### src/rtl/i2c_textram_target_if.sv
// i2c_textram_target_if -- 8-bit text RAM access port.
//   textram_address    : byte address driven by the requester
//   textram_chipselect : one-clock access strobe
//   textram_clken      : RAM clock enable, follows chipselect
//   textram_write      : 1 = write, 0 = read
//   textram_writedata  : write byte
//   textram_readdata   : read byte, valid two clocks after a read strobe
// master = the side issuing accesses (the I2C target), slave = the RAM.
interface i2c_textram_target_if;
   logic [12:0] textram_address;
   logic        textram_chipselect;
   logic        textram_clken;
   logic        textram_write;
   logic [7:0]  textram_writedata;
   logic [7:0]  textram_readdata;

   modport master (
      output textram_address, textram_chipselect, textram_clken,
             textram_write, textram_writedata,
      input  textram_readdata
   );

   modport slave (
      input  textram_address, textram_chipselect, textram_clken,
             textram_write, textram_writedata,
      output textram_readdata
   );
endinterface

### src/rtl/i2c_textram_target.sv
// i2c_textram_target -- I2C target bridging an external controller to the
// text RAM. Answers at I2C_ADDR; a write carries pointer high/low bytes and
// then data bytes, a read streams bytes from the auto-incrementing pointer.
//   clk_clk, reset_reset_n : system clock, async active-low reset
//   scl_in, sda_in         : I2C pad inputs
//   scl_oe                 : SCL pull-low enable (never stretches, always 0)
//   sda_oe                 : SDA pull-low enable (1 drives the line low)
//   textram                : text RAM access port (master side)
module i2c_textram_target #(
   parameter logic [6:0]  I2C_ADDR = 7'h50,
   parameter int unsigned FILT_LEN = 3
) (
   input  logic                 clk_clk,
   input  logic                 reset_reset_n,
   input  logic                 scl_in,
   input  logic                 sda_in,
   output logic                 scl_oe,
   output logic                 sda_oe,
   i2c_textram_target_if.master textram
);
   localparam int unsigned CW = (FILT_LEN > 1) ? $clog2(FILT_LEN) : 1;

   typedef enum logic [3:0] {
      IDLE, ADDR, ADDR_ACK, PTR_HI, PTR_HI_ACK, PTR_LO, PTR_LO_ACK,
      WDATA, WDATA_ACK, RPREP, RDATA, RDATA_ACK, WAIT_STOP
   } state_t;

   // ---- input conditioning: bit 0 = SCL, bit 1 = SDA ----
   logic [1:0]    sync1, sync2, filt, filt_d;
   logic [CW-1:0] fcnt [2];

   always_ff @(posedge clk_clk or negedge reset_reset_n) begin
      if (!reset_reset_n) begin
         sync1   <= '1;
         sync2   <= '1;
         filt    <= '1;
         filt_d  <= '1;
         fcnt[0] <= '0;
         fcnt[1] <= '0;
      end else begin
         sync1  <= {sda_in, scl_in};
         sync2  <= sync1;
         filt_d <= filt;
         // a new level is accepted only after FILT_LEN consecutive samples
         for (int unsigned i = 0; i < 2; i++) begin
            if (sync2[i] == filt[i]) begin
               fcnt[i] <= '0;
            end else if (fcnt[i] == CW'(FILT_LEN - 1)) begin
               filt[i] <= sync2[i];
               fcnt[i] <= '0;
            end else begin
               fcnt[i] <= fcnt[i] + CW'(1);
            end
         end
      end
   end

   logic sda_f, scl_rise, scl_fall, start_det, stop_det;
   assign sda_f     = filt[1];
   assign scl_rise  =  filt[0] & ~filt_d[0];
   assign scl_fall  = ~filt[0] &  filt_d[0];
   assign start_det =  filt[0] &  filt_d[0] &  filt_d[1] & ~filt[1];
   assign stop_det  =  filt[0] &  filt_d[0] & ~filt_d[1] &  filt[1];

   // ---- protocol FSM ----
   state_t      state_q, state_d;
   logic [2:0]  bit_cnt_q, bit_cnt_d;
   logic [7:0]  shift_q, shift_d, rx_byte;
   logic [12:0] ptr_q, ptr_d, addr_q, addr_d;
   logic [7:0]  wdata_q, wdata_d;
   logic        rw_q, rw_d, sda_oe_q, sda_oe_d, cs_q, cs_d, wr_q, wr_d;

   always_ff @(posedge clk_clk or negedge reset_reset_n) begin
      if (!reset_reset_n) begin
         state_q   <= IDLE;
         bit_cnt_q <= '0;
         shift_q   <= '0;
         ptr_q     <= '0;
         addr_q    <= '0;
         wdata_q   <= '0;
         rw_q      <= 1'b0;
         sda_oe_q  <= 1'b0;
         cs_q      <= 1'b0;
         wr_q      <= 1'b0;
      end else begin
         state_q   <= state_d;
         bit_cnt_q <= bit_cnt_d;
         shift_q   <= shift_d;
         ptr_q     <= ptr_d;
         addr_q    <= addr_d;
         wdata_q   <= wdata_d;
         rw_q      <= rw_d;
         sda_oe_q  <= sda_oe_d;
         cs_q      <= cs_d;
         wr_q      <= wr_d;
      end
   end

   always_comb begin
      state_d   = state_q;
      bit_cnt_d = bit_cnt_q;
      shift_d   = shift_q;
      ptr_d     = ptr_q;
      addr_d    = addr_q;
      wdata_d   = wdata_q;
      rw_d      = rw_q;
      sda_oe_d  = sda_oe_q;
      cs_d      = 1'b0;
      wr_d      = wr_q;
      rx_byte   = {shift_q[6:0], sda_f};

      if (start_det) begin
         state_d   = ADDR;
         bit_cnt_d = '0;
         sda_oe_d  = 1'b0;
      end else if (stop_det) begin
         state_d  = IDLE;
         sda_oe_d = 1'b0;
      end else begin
         unique case (state_q)
            ADDR, PTR_HI, PTR_LO, WDATA: begin
               if (scl_rise) begin
                  shift_d   = rx_byte;
                  bit_cnt_d = bit_cnt_q + 3'd1;
                  if (bit_cnt_q == 3'd7) begin
                     case (state_q)
                        ADDR: begin
                           if (rx_byte[7:1] == I2C_ADDR) begin
                              rw_d    = rx_byte[0];
                              state_d = ADDR_ACK;
                           end else begin
                              state_d = WAIT_STOP;
                           end
                        end
                        PTR_HI: begin
                           ptr_d[12:8] = rx_byte[4:0];
                           state_d     = PTR_HI_ACK;
                        end
                        PTR_LO: begin
                           ptr_d[7:0] = rx_byte;
                           state_d    = PTR_LO_ACK;
                        end
                        default: begin
                           cs_d    = 1'b1;
                           wr_d    = 1'b1;
                           addr_d  = ptr_q;
                           wdata_d = rx_byte;
                           ptr_d   = ptr_q + 13'd1;
                           state_d = WDATA_ACK;
                        end
                     endcase
                  end
               end
            end
            // sda_oe_q doubles as the ACK phase: first fall drives, second releases
            ADDR_ACK, PTR_HI_ACK, PTR_LO_ACK, WDATA_ACK: begin
               if (scl_fall) begin
                  if (!sda_oe_q) begin
                     sda_oe_d = 1'b1;
                  end else begin
                     sda_oe_d  = 1'b0;
                     bit_cnt_d = '0;
                     case (state_q)
                        ADDR_ACK:   state_d = rw_q ? RPREP : PTR_HI;
                        PTR_HI_ACK: state_d = PTR_LO;
                        default:    state_d = WDATA;
                     endcase
                  end
               end
            end
            // bit_cnt counts prefetch clocks: strobe at 0, data sampled at 3
            RPREP: begin
               bit_cnt_d = bit_cnt_q + 3'd1;
               if (bit_cnt_q == 3'd0) begin
                  cs_d   = 1'b1;
                  wr_d   = 1'b0;
                  addr_d = ptr_q;
               end else if (bit_cnt_q == 3'd3) begin
                  shift_d   = textram.textram_readdata;
                  sda_oe_d  = ~textram.textram_readdata[7];
                  ptr_d     = ptr_q + 13'd1;
                  bit_cnt_d = '0;
                  state_d   = RDATA;
               end
            end
            RDATA: begin
               if (scl_fall) begin
                  if (bit_cnt_q == 3'd7) begin
                     sda_oe_d  = 1'b0;
                     bit_cnt_d = '0;
                     state_d   = RDATA_ACK;
                  end else begin
                     shift_d   = {shift_q[6:0], 1'b0};
                     sda_oe_d  = ~shift_q[6];
                     bit_cnt_d = bit_cnt_q + 3'd1;
                  end
               end
            end
            // bit_cnt != 0 marks a received ACK; prefetch waits for SCL low
            RDATA_ACK: begin
               if (scl_rise && bit_cnt_q == 3'd0) begin
                  if (sda_f) state_d = WAIT_STOP;
                  else       bit_cnt_d = 3'd1;
               end else if (scl_fall && bit_cnt_q != 3'd0) begin
                  bit_cnt_d = '0;
                  state_d   = RPREP;
               end
            end
            default: ;
         endcase
      end
   end

   assign scl_oe                     = 1'b0;
   assign sda_oe                     = sda_oe_q;
   assign textram.textram_address    = addr_q;
   assign textram.textram_chipselect = cs_q;
   assign textram.textram_clken      = cs_q;
   assign textram.textram_write      = wr_q;
   assign textram.textram_writedata  = wdata_q;
endmodule

### src/flat_wrapper.sv
// flat-port wrapper written by rule: the top's interface ports become plain ports
module i2c_textram_target_flat 
#(
   parameter logic [6:0]  I2C_ADDR = 7'h50,
   parameter int unsigned FILT_LEN = 3
)
  (clk_clk, reset_reset_n, scl_in, sda_in, scl_oe, sda_oe, textram_textram_address, textram_textram_chipselect, textram_textram_clken, textram_textram_write, textram_textram_writedata, textram_textram_readdata);
  i2c_textram_target_if textram_i ();
  input  logic clk_clk;
  input  logic reset_reset_n;
  input  logic scl_in;
  input  logic sda_in;
  output logic scl_oe;
  output logic sda_oe;
  output wire logic [$bits(textram_i.textram_address)-1:0] textram_textram_address;
  output wire logic [$bits(textram_i.textram_chipselect)-1:0] textram_textram_chipselect;
  output wire logic [$bits(textram_i.textram_clken)-1:0] textram_textram_clken;
  output wire logic [$bits(textram_i.textram_write)-1:0] textram_textram_write;
  output wire logic [$bits(textram_i.textram_writedata)-1:0] textram_textram_writedata;
  input wire logic [$bits(textram_i.textram_readdata)-1:0] textram_textram_readdata;
  assign textram_textram_address = textram_i.textram_address;
  assign textram_textram_chipselect = textram_i.textram_chipselect;
  assign textram_textram_clken = textram_i.textram_clken;
  assign textram_textram_write = textram_i.textram_write;
  assign textram_textram_writedata = textram_i.textram_writedata;
  assign textram_i.textram_readdata = textram_textram_readdata;
  i2c_textram_target #(.I2C_ADDR(I2C_ADDR), .FILT_LEN(FILT_LEN)) u_core (.clk_clk(clk_clk), .reset_reset_n(reset_reset_n), .scl_in(scl_in), .sda_in(sda_in), .scl_oe(scl_oe), .sda_oe(sda_oe), .textram(textram_i));
endmodule
### config.mk
export PLATFORM = sky130hd
export DESIGN_NAME = i2c_textram_target_flat
export DESIGN_NICKNAME = d
export VERILOG_FILES = /design/src/rtl/i2c_textram_target_if.sv /design/src/rtl/i2c_textram_target.sv /design/src/flat_wrapper.sv
export SDC_FILE = /design/constraint.sdc
export NUM_CORES = 1
export LEC_CHECK = 0
export BUFFER_PORTS_ARGS = -buffer_cell sky130_fd_sc_hd__buf_2
export CORE_UTILIZATION = 30
export DETAILED_ROUTE_END_ITERATION = 16
export PLACE_DENSITY = 0.48
export SETUP_SLACK_MARGIN = 0.2
export SLEW_MARGIN = 20
export SYNTH_ARGS = -nofsm -noshare
export SYNTH_HDL_FRONTEND = slang
export SYNTH_SLANG_ARGS = --single-unit
### constraint.sdc
create_clock -name clk_clk -period 5.55 [get_ports clk_clk]
set_input_delay 1.11 -clock clk_clk [delete_from_list [all_inputs] [get_ports clk_clk]]
set_output_delay 1.11 -clock clk_clk [all_outputs]
set_load 0.02 [all_outputs]
; After elaboration in Yosys (flattened, before gate mapping)
; Cells that the tools add are included.
[word_totals]
latch_bits = 0
mem_bits_ro = 0
reg_bits = 64
ramBits = 0
output_inout_bits = 26
memories = 0
[op_classes]
div = 0
eq_ne = 45
bitwise = 18
n_lt_le_gt_ge = 0
mux = 74
n_mul = 0
shift = 0
reduce_logical = 25
addsub = 4
[op_table]
columns = cell, n
row1 = 13-bit 2-to-1 mux, 8
row2 = 4-bit 2-to-1 mux, 15
row3 = 13-bit one-hot mux with 2 select lines, 2
row4 = 3-bit 2-to-1 mux, 12
row5 = 7-bit 2-to-1 mux, 5
row6 = 4-bit by 1-bit inequality test with 1-bit output (second input constant), 8
row7 = 8-bit AND reduction, 4
row8 = 7-bit one-hot mux with 3 select lines, 1
row9 = 4-bit one-hot mux with 5 select lines, 1
row10 = 1-bit 2-to-1 mux, 18
row11 = 4-bit by 3-bit == test with 1-bit output (second input constant), 4
row12 = 4-bit == test (second input constant), 4
row13 = 8-bit one-hot mux with 2 select lines, 1
row14 = 3-bit one-hot mux with 5 select lines, 1
row15 = 7-bit AND reduction, 2
row16 = 13-bit by 1-bit adder with 13-bit output (second input constant), 1
row17 = 2-bit by 1-bit inequality test with 1-bit output (second input constant), 6
row18 = 3-bit by 1-bit inequality test with 1-bit output (second input constant), 4
row19 = 4-bit one-hot mux with 3 select lines, 1
row20 = 1-bit inverter, 11
row21 = 11-bit AND reduction, 1
row22 = 2-bit inequality test (second input constant), 5
row23 = 5-bit one-hot mux with 2 select lines, 1
row24 = 4-bit by 2-bit == test with 1-bit output (second input constant), 2
row25 = 30 further kinds, 48

; Logic depth before layout (Yosys ltp)
; Gate-level depths: netlist (run 1).
[depth]
word_depth = 8
ltp_mapped = 10

; Least setup slack after synthesis (run 1)
; No wires, ideal clock.
[synth_timing]
kind = register to register
start = register u_core.bit_cnt_q[0]
end = register u_core.addr_q[10] (netlist: u_core.textram.textram_address[10])
n_path_buf = 1
path_slack_ns = 3.530
stages_incl_launch_ff = 8
synth_period_minus_slack_ns = 2.020
arrival_time_ns = 1.895
path_cell_list = dfrtp_1 ha_1 ha_1 nand2_2 nor3_4 a31o_4 buf_12 mux2_4
[synth_between]
elab_chain_len = 3
word_cells_on_any_way = 5
[synth_rtl]
columns = element, line_no
row1 = start: declaration, i2c_textram_target.sv:67  ; logic [2:0] bit_cnt_q, bit_cnt_d;
row2 = start signal: assignment, i2c_textram_target.sv:87  ; bit_cnt_q <= bit_cnt_d;
row3 = 3-bit == test or 3-bit logical NOT (tied branches), "i2c_textram_target.sv:125, i2c_textram_target.sv:174"
row4 = 2-bit by 1-bit inequality test with 1-bit output (no source line), n/a
row5 = 7-bit AND reduction (no source line) *, n/a
row6 = end signal: assignment, i2c_textram_target.sv:90  ; addr_q <= addr_d;
row7 = end: declaration, i2c_textram_target.sv:69  ; logic [12:0] ptr_q, ptr_d, addr_q, addr_d;
; Every way passes the cells marked *; elsewhere a longest branch is shown, timed or not.
; A chain may end at the register's enable or synchronous reset.

; Final worst setup path (run 1)
[layout_timing]
start = register u_core.state_q[3]
end = register u_core.ptr_q[0]
[layout_between]
elab_chain_len = 6
word_cells_on_any_way = 18
[layout_rtl]
columns = element, line_no
row1 = start: declaration, i2c_textram_target.sv:66  ; state_t state_q, state_d;
row2 = start signal: assignment, i2c_textram_target.sv:86  ; state_q <= state_d;
row3 = 4-bit by 1-bit == test with 1-bit output or 4-bit by 2-bit == test with 1-bit output (tied branches), "i2c_textram_target.sv:120, i2c_textram_target.sv:126"
row4 = 2-bit OR reduction (no source line), n/a
row5 = 8-bit one-hot mux with 2 select lines, i2c_textram_target.sv:126  ; case (state_q)
row6 = 13-bit 2-to-1 mux, i2c_textram_target.sv:125  ; if (bit_cnt_q == 3'd7) begin
row7 = 13-bit 2-to-1 mux, i2c_textram_target.sv:122  ; if (scl_rise) begin
row8 = 13-bit one-hot mux with 2 select lines, i2c_textram_target.sv:120  ; unique case (state_q)
row9 = end signal: assignment, i2c_textram_target.sv:89  ; ptr_q <= ptr_d;
row10 = end: declaration, i2c_textram_target.sv:69
; Several ways; a longest one is shown, not always the timed one. The select of a mux whose other input is x is not followed.

==> summary.txt, run 1 <==
Status
  • Outcome: finished with violations
  • Violations in the final reports: DRC

Global route
  • Initial antenna violation count: 0
  • Fraction of met3 tracks used by global routing: 0.03834
  • Total congestion overflow: 0
  • Pin count of the biggest net entering global routing: 65
  • Via count of the first global-routing pass: 2753
  • Global Route met1 Usage: 0.2073
  • First-pass GRT wire length: 14460 µm
  • Overall track demand over capacity in global routing: 0.1470
  • Met2 layer usage reported by global route: 0.2145
  • Busiest metal layer after global routing: met2

CTS
  • Number of instances resized during post-cts repair: 0
  • # Post-CTS Setup Buffers: 0
  • Worst skew pair latency: 0.33 ns
  • Worst-path clk slew: 0.05 ns
  • Maximum buffer depth of the clock tree: 2
  • Number of buffers created by CTS: 9
  • Hold-fix buffers at CTS: 0
  • TritonCTS clock tree: done
  • Root Driver: sky130_fd_sc_hd__clkbuf_16
  • CTS H-tree depth: 3
  • Number of clock sinks: 64

Worst hold path
  • End point of the worst hold path: u_core.sync2[0]$_DFF_PN1_
  • Tightest Hold Check Type: flip-flop to flip-flop
  • Hold Path Depth: 0
  • Beginning of the worst hold path: u_core.sync1[0]$_DFF_PN1_

STA
  • Total count of hold-check failures in the final report: 0
  • Final setup fails: 0
  • Post-layout minimum cycle time: 2.572 ns
  • Final number of max-transition violations: 0
  • Unrepaired setup endpoints after global routing: false
  • Accumulated negative setup slack: 0 ns
  • Fin crit share: 0.4635
  • Slew @ Worst Pin: 0.8410 ns
  • Final setup skew: 0.004209 ns
  • Relative slew slack: 0.4393
  • Maximum operating frequency: 0.3888 GHz

Logic synthesis
  • Average cell area after synthesis: 9.968 µm²
  • Unique cell type count in the Yosys netlist: 71
  • Register area share after synthesis: 0.4429
  • Warnings, synthesis: 0
  • Count of flip-flops with a built-in enable after synthesis: 0
  • Area leader, netlist: sky130_fd_sc_hd__dfrtp_1
  • Most used DFF post-synth: sky130_fd_sc_hd__dfrtp_1
  • Yosys top cell area share: 0.3851
  • Top post-synthesis cells by area: sky130_fd_sc_hd__dfrtp_1, sky130_fd_sc_hd__dfstp_2, sky130_fd_sc_hd__nand2_1, sky130_fd_sc_hd__a21oi_1, sky130_fd_sc_hd__mux2_2
  • Share of synthesized registers carrying an async set or reset: 1.000
  • Synthesized instance count: 365
  • Post-Syn Area: 0.003638 mm²
  • Mapped Nets: 383
  • Flop and latch count out of synthesis: 64

Power
  • Relative contribution of the clock network to total power: 0.210
  • Static power due to leakage: 1.822 nW
  • Total power draw: 2.454 mW
  • P per Cell Area: 595.2 mW/mm²
  • Share of total power in combinational logic: 0.424
  • Net Switching: 1.064 mW
  • Fraction of power consumed by sequential logic: 0.366
  • Internal power component: 1.389 mW
  • Switching share of power: 0.4338
  • Worst vdd rail ir drop: 268.3 µV

Detailed routing
  • Count of TritonRoute iterations in the first routing pass: 10
  • Violation count after the first detailed-route iteration: 229
  • Final routed wirelength across all metal layers: 8591 µm
  • Antenna violation net count after detailed routing: 0
  • Residual DRC count: 4
  • Total number of vias: 2848
  • Per-cell routed wire length: 15.88 µm
  • Vias/cell: 5.264

Layout
  • Signed area change from the synthesized netlist to the final layout: 13.31%
  • Most frequent standard cell in the layout excluding fill and tap cells: sky130_fd_sc_hd__dfrtp_1
  • Register cell area after layout: 0.001612 mm²
  • Area of the multi-input gates: 0.001813 mm²
  • Commonest cells after routing, fill and taps aside: sky130_fd_sc_hd__dfrtp_1, sky130_fd_sc_hd__nand2_1, sky130_fd_sc_hd__buf_2, sky130_fd_sc_hd__a21oi_1
  • Share of final-layout standard cells stronger than drive strength 1: 0.2563
  • Net count of the finished layout: 411
  • Ant diodes: 0
  • Filler Cell Count: 1190

Worst setup path
  • Register-to-register setup slack: 2.98 ns
  • CP Launch Type: flip-flop
  • Startpoint of the worst register-to-register path: u_core.state_q[3]$_DFFE_PN0P_
  • Classification of the worst setup path: flip-flop to flip-flop
  • Worst EP arrival: 2.79 ns
  • Crit path required time: 5.77 ns
  • Capture instance of the worst register-to-register path: u_core.ptr_q[0]$_DFFE_PN0P_
  • Worst R2R Path Depth: 6
  • Type of element capturing the critical path: flip-flop
  • Largest fanout on the critical path: 20

Flow run
  • Reported max-cap violation count: 0

Place
  • IO Port Bufs: 36
  • Post-DP HPWL: 6096 µm
  • Final RePlAce weighted congestion: 0.9046

Floorplan
  • Top-level I/O count: 38
  • Core Area: 0.01161 mm²
  • Total die area: 0.01257 mm²
  • Row Count: 39
  • DIE WIDTH: 112.1 µm
  • Initial cell density of the core: 0.3133
  • DIE HEIGHT: 112.1 µm
## kinds of logic (layout without fill, tap and decap cells)
family | count (synthesis) | in the layout | synth area share
XOR/XNOR | 3 | 3 | 0.007223
buffers and inverters | 35 | 68 | 0.05880
AND/OR/NAND/NOR | 127 | 127 | 0.1881
other | 1 | 1 | 0.001031
flip-flops | 64 | 64 | 0.4429
multiplexers | 25 | 25 | 0.08460
adder cells (fa/ha/maj) | 6 | 6 | 0.02063
AO/OA/AOI/OAI | 104 | 104 | 0.1967
## sequential cells by signal, summed over array words and instances (netlist names)
signal / count
u_core.ptr_q: 13
u_core.textram.textram_address: 13
u_core.textram.textram_writedata: 8
u_core.shift_q: 7
u_core.fcnt: 4
u_core.state_q: 4
u_core.bit_cnt_q: 3
u_core.filt: 2
u_core.filt_d: 2
u_core.sync1: 2
u_core.sync2: 2
u_core.rw_q: 1
u_core.sda_oe: 1
u_core.textram.textram_chipselect: 1
u_core.textram.textram_write: 1
## metal layers
layer	part of all wire	vias to the layer above
met5	0	-
met4	0.018	0
met3	0.042	13
met2	0.45	71
met1	0.49	1383
li1	-	1381
## critical path, stage by stage, from the launching register on
cell and delay [ns]:
sky130_fd_sc_hd__dfrtp_1 0.74, sky130_fd_sc_hd__nand2b_1 0.42, sky130_fd_sc_hd__nor2_4 0.35, sky130_fd_sc_hd__a31oi_1 0.12, sky130_fd_sc_hd__nor3_4 0.52, sky130_fd_sc_hd__mux2i_1 0.25, sky130_fd_sc_hd__nand2_1 0.06
## power groups by stage
stage	logic (mW)	registers, mW	clock network [mW]
floorplan	0.908	0.810	0
global placement	1.04	0.903	0
detailed placement	1.04	0.905	0
CTS	1.04	0.897	0.533
global route	1.15	0.934	0.551
finish	1.04	0.898	0.515
## Yosys cell counts, drive strengths merged, types with 2 or more instances
cell,number
o21a,2
clkbuf,2
or2,2
a22oi,2
nor2b,7
o22ai,8
xnor2,2
nand4,3
nor2,18
a221o,2
a22o,3
dfstp,8
mux2i,3
or3,2
nand3,16
a21oi,34
o211ai,3
o21ai,16
nand2b,6
nand2,49
a31oi,12
mux2,22
buf,18
inv,15
dfrtp,56
nor3,12
and2b,3
ha,6
a2bb2oi,5
a31o,2
## per-stage QoR
stage	hold WS, ns	std cells	cell area (µm²)	setup slack (ns)	util
after detailed placement	0.3478	525	3847	3.024	0.3313
final	0.3553	541	4123	2.978	0.3550
after CTS	0.3561	541	4123	3.013	0.3550
after global routing	0.3601	541	4123	2.706	0.3550
after floorplan	0.3452	365	3638	3.530	-
after global placement	0.3461	525	3847	3.099	0.3313
## cell type report
| cell class | instances | share of cell area |
|---|---|---|
| clock buffers | 11 | 0.05888 |
| clock inverters | 5 | 0.007891 |
| inverters | 15 | 0.01366 |
| multi-input cells | 266 | 0.4398 |
| flip-flops and latches | 64 | 0.3909 |
| well taps | 143 | 0.04340 |
| repair buffers | 37 | 0.04552 |
## worst max path at each step
stage	from	end	slack, ns	cells past startpoint
final	u_core.state_q[3]$_DFFE_PN0P_	u_core.ptr_q[0]$_DFFE_PN0P_	2.98	6
after global routing	u_core.state_q[3]$_DFFE_PN0P_	u_core.ptr_q[8]$_DFFE_PN0P_	2.71	6
after CTS	u_core.state_q[3]$_DFFE_PN0P_	u_core.ptr_q[0]$_DFFE_PN0P_	3.01	6
after detailed placement	u_core.state_q[3]$_DFFE_PN0P_	u_core.ptr_q[0]$_DFFE_PN0P_	3.02	6
after global placement	u_core.state_q[3]$_DFFE_PN0P_	u_core.ptr_q[0]$_DFFE_PN0P_	3.10	6
after floorplan	u_core.bit_cnt_q[0]$_DFFE_PN0P_	u_core.textram.textram_address[10]$_DFFE_PN0P_	3.53	7
Note: power is estimated with default switching activity, not from simulation.
==> run 2, diff against run 1 <==
--- a/config.mk
+++ b/config.mk
@@ -8,7 +8,7 @@
 export BUFFER_PORTS_ARGS = -buffer_cell sky130_fd_sc_hd__buf_2
 export CORE_UTILIZATION = 30
 export DETAILED_ROUTE_END_ITERATION = 16
-export PLACE_DENSITY = 0.48
+export PLACE_DENSITY = 0.5
 export SETUP_SLACK_MARGIN = 0.2
 export SLEW_MARGIN = 20
 export SYNTH_ARGS = -nofsm -noshare
==> constraint.sdc (replaced) <==
create_clock -name clk_clk -period 2.29 [get_ports clk_clk]
set_input_delay 0.458 -clock clk_clk [delete_from_list [all_inputs] [get_ports clk_clk]]
set_output_delay 0.458 -clock clk_clk [all_outputs]
set_load 0.02 [all_outputs]
==> run 2 against run 1 <==
  * Hold slack worse by 0.23 ns
  * Routed wire length up 7.8%
  * Critical path depth up 1
  * The flow still finishes with violations (DRC)
  * Largest cell class unchanged
==> summary.txt, run 2 (synthesis gave the netlist of run 1 again) <==
Flow run
  • Reported max-cap violation count: 0 (unchanged)

Worst setup path
  • CP max stage cell: sky130_fd_sc_hd__dfrtp_1
  • Cells traversed along the worst timing path: buf_4, or2_1, a221oi_1, a211oi_2, nand4_1, nand2_1, a22oi_1
  • Delay of the slowest critical-path stage: 0.43 ns (-0.31 ns)
  • Classification of the worst setup path: flip-flop to flip-flop
  • Largest fanout on the critical path: 12 (-40%)
  • Type of element capturing the critical path: flip-flop
  • Crit path required time: 2.53 ns (-3.24 ns)
  • CP Launch Type: flip-flop
  • Worst EP arrival: 2.23 ns (-0.56 ns)

Floorplan
  • DIE HEIGHT: 112.1 µm (unchanged)
  • Initial cell density of the core: 0.3133 (unchanged)
  • Core Area: 0.01161 mm² (unchanged)
  • Total die area: 0.01257 mm² (unchanged)
  • DIE WIDTH: 112.1 µm (unchanged)
  • Row Count: 39 (unchanged)
  • Top-level I/O count: 38 (unchanged)

STA
  • Maximum operating frequency: 0.5032 GHz (+29%)
  • Fin crit share: 0.8678 (+0.4044)
  • Worst Slack Setup Final: 0.3026 ns (-2.675 ns)
  • Final number of max-transition violations: 0 (unchanged)
  • Post-layout minimum cycle time: 1.987 ns (-0.5849 ns)
  • Total count of hold-check failures in the final report: 0 (unchanged)
  • Slew @ Worst Pin: 0.5358 ns (-0.3052 ns)
  • Final setup fails: 0 (unchanged)
  • Relative slew slack: 0.6421 (+0.2028)
  • Worst Hold Slack: 0.1278 ns (-0.2275 ns)
  • Accumulated negative setup slack: 0 ns (unchanged)
  • Final setup skew: 0.004139 ns (-0.00007003 ns)
  • Unrepaired setup endpoints after global routing: true

Global route
  • Overall track demand over capacity in global routing: 0.1555 (+0.008508)
  • Via count of the first global-routing pass: 2892 (+5.0%)
  • First-pass GRT wire length: 15260 µm (+5.5%)
  • Pin count of the biggest net entering global routing: 65 (unchanged)
  • Initial antenna violation count: 0 (unchanged)
  • Total congestion overflow: 0 (unchanged)

Detailed routing
  • Count of TritonRoute iterations in the first routing pass: 10 (unchanged)
  • Vias/cell: 5.247 (-0.32%)
  • Final routed wirelength across all metal layers: 9259 µm (+7.8%)
  • Total number of vias: 3012 (+5.8%)
  • Per-cell routed wire length: 16.13 µm (+1.6%)
  • Antenna violation net count after detailed routing: 0 (unchanged)
  • Residual DRC count: 2 (-2)
  • Violation count after the first detailed-route iteration: 242 (+5.7%)

CTS
  • Number of clock sinks: 64 (unchanged)
  • Hold-fix buffers at CTS: 0 (unchanged)
  • CTS H-tree depth: 3 (unchanged)
  • Maximum buffer depth of the clock tree: 2 (unchanged)
  • Root Driver: sky130_fd_sc_hd__clkbuf_16
  • Worst-path clk slew: 0.06 ns (about the same)
  • Worst skew pair latency: 0.33 ns (about the same)
  • Number of buffers created by CTS: 9 (unchanged)
  • TritonCTS clock tree: done

Place
  • Cell count after placement: 553 (+5.3%)
  • IO Port Bufs: 36 (unchanged)
  • Post-place setup slack: 0.2037 ns (-2.821 ns)
  • Final RePlAce weighted congestion: 0.8555 (-5.4%)
  • Post-DP HPWL: 6579 µm (+7.9%)
  • Instance area at placement: 0.004083 mm² (+6.1%)

Power
  • Total power draw: 6.543 mW (+170%)
  • Worst vdd rail ir drop: 629.0 µV (+130%)
  • Static power due to leakage: 2.008 nW (+10%)
  • P per Cell Area: 1471 mW/mm² (+150%)

Layout
  • Filler Cell Count: 1199 (+0.76%)
  • Signed area change from the synthesized netlist to the final layout: 22.25%
  • Ant diodes: 0 (unchanged)
  • Final core utilization: 0.3830 (+0.02801)
  • Cell area after layout: 0.004448 mm² (+7.9%)
  • Count of placed standard cells in the final layout, fillers left out: 574 (+6.1%)
  • Commonest cells after routing, fill and taps aside: sky130_fd_sc_hd__dfrtp_1, sky130_fd_sc_hd__nand2_1, sky130_fd_sc_hd__buf_2, sky130_fd_sc_hd__a21oi_1, sky130_fd_sc_hd__buf_4
  • Share of final-layout standard cells stronger than drive strength 1: 0.3271 (+0.07086)
  • Area of the multi-input gates: 0.001856 mm² (+2.3%)
  • Net count of the finished layout: 444 (+8.0%)
  • Register cell area after layout: 0.001613 mm² (about the same)
  • Most frequent standard cell in the layout excluding fill and tap cells: sky130_fd_sc_hd__dfrtp_1

Worst hold path
  • Tightest Hold Check Type: primary input to async pin

Status
  • Violations in the final reports: DRC
  • Outcome: finished with violations
run 2: report_power, final:
group / leakage, nW / internal [mW] / switching (mW) / total (mW)
clock: 0.146 / 0.837 / 0.494 / 1.33
combinational: 1.06 / 1.43 / 1.81 / 3.24
sequential: 0.804 / 1.55 / 0.421 / 1.97
total: 2.01 / 3.82 / 2.73 / 6.54
run 2: final cells by class:
type	instances	share of cell area
Clock inverter	6	0.01322
Multi-Input combinational cell	267	0.4172
Tap cell	143	0.04023
Clock buffer	10	0.05148
Timing Repair Buffer	69	0.1027
Inverter	15	0.01266
Sequential cell	64	0.3626
run 2: layer usage:
metal	track usage	up-vias	part of all wire
met2	0.2522	96	0.47
met3	0.03996	17	0.060
li1	-	1446	-
met4	0.06222	0	0.020
met5	0	-	0
met1	0.1981	1453	0.45
run 2: final timing paths:
| kind | from | to | slack [ns] | cells past startpoint |
|---|---|---|---|---|
| setup / recovery | u_core.state_q[1]$_DFFE_PN0P_ | u_core.state_q[2]$_DFFE_PN0P_ | 0.30 | 7 |
| hold / removal | reset_reset_n | u_core.state_q[2]$_DFFE_PN0P_ | 0.13 | 2 |
| setup reg to reg | u_core.state_q[1]$_DFFE_PN0P_ | u_core.state_q[2]$_DFFE_PN0P_ | 0.30 | 7 |
| hold reg to reg | u_core.sync1[0]$_DFF_PN1_ | u_core.sync2[0]$_DFF_PN1_ | 0.36 | 0 |
| max in group asynchronous | reset_reset_n | u_core.filt_d[1]$_DFF_PN1_ | 1.83 | 2 |
| min in group clk_clk | scl_in | u_core.sync1[0]$_DFF_PN1_ | 0.22 | 1 |
run 2: worst max-delay path, delay by kind of cell, from the launching register on:
family / cells / cell delay (ns)
compound gates: 3 / 0.73
simple gates: 3 / 0.53
flops: 1 / 0.43
buf+inv: 1 / 0.21
run 2: repair_timing:
action / in CTS / in global routing
endpoints found under the setup margin: 4 / 19
cloned: 0 / 1
buffers inserted: 0 / 4
gates resized for setup: 1 / 9
pin swaps: 0 / 2
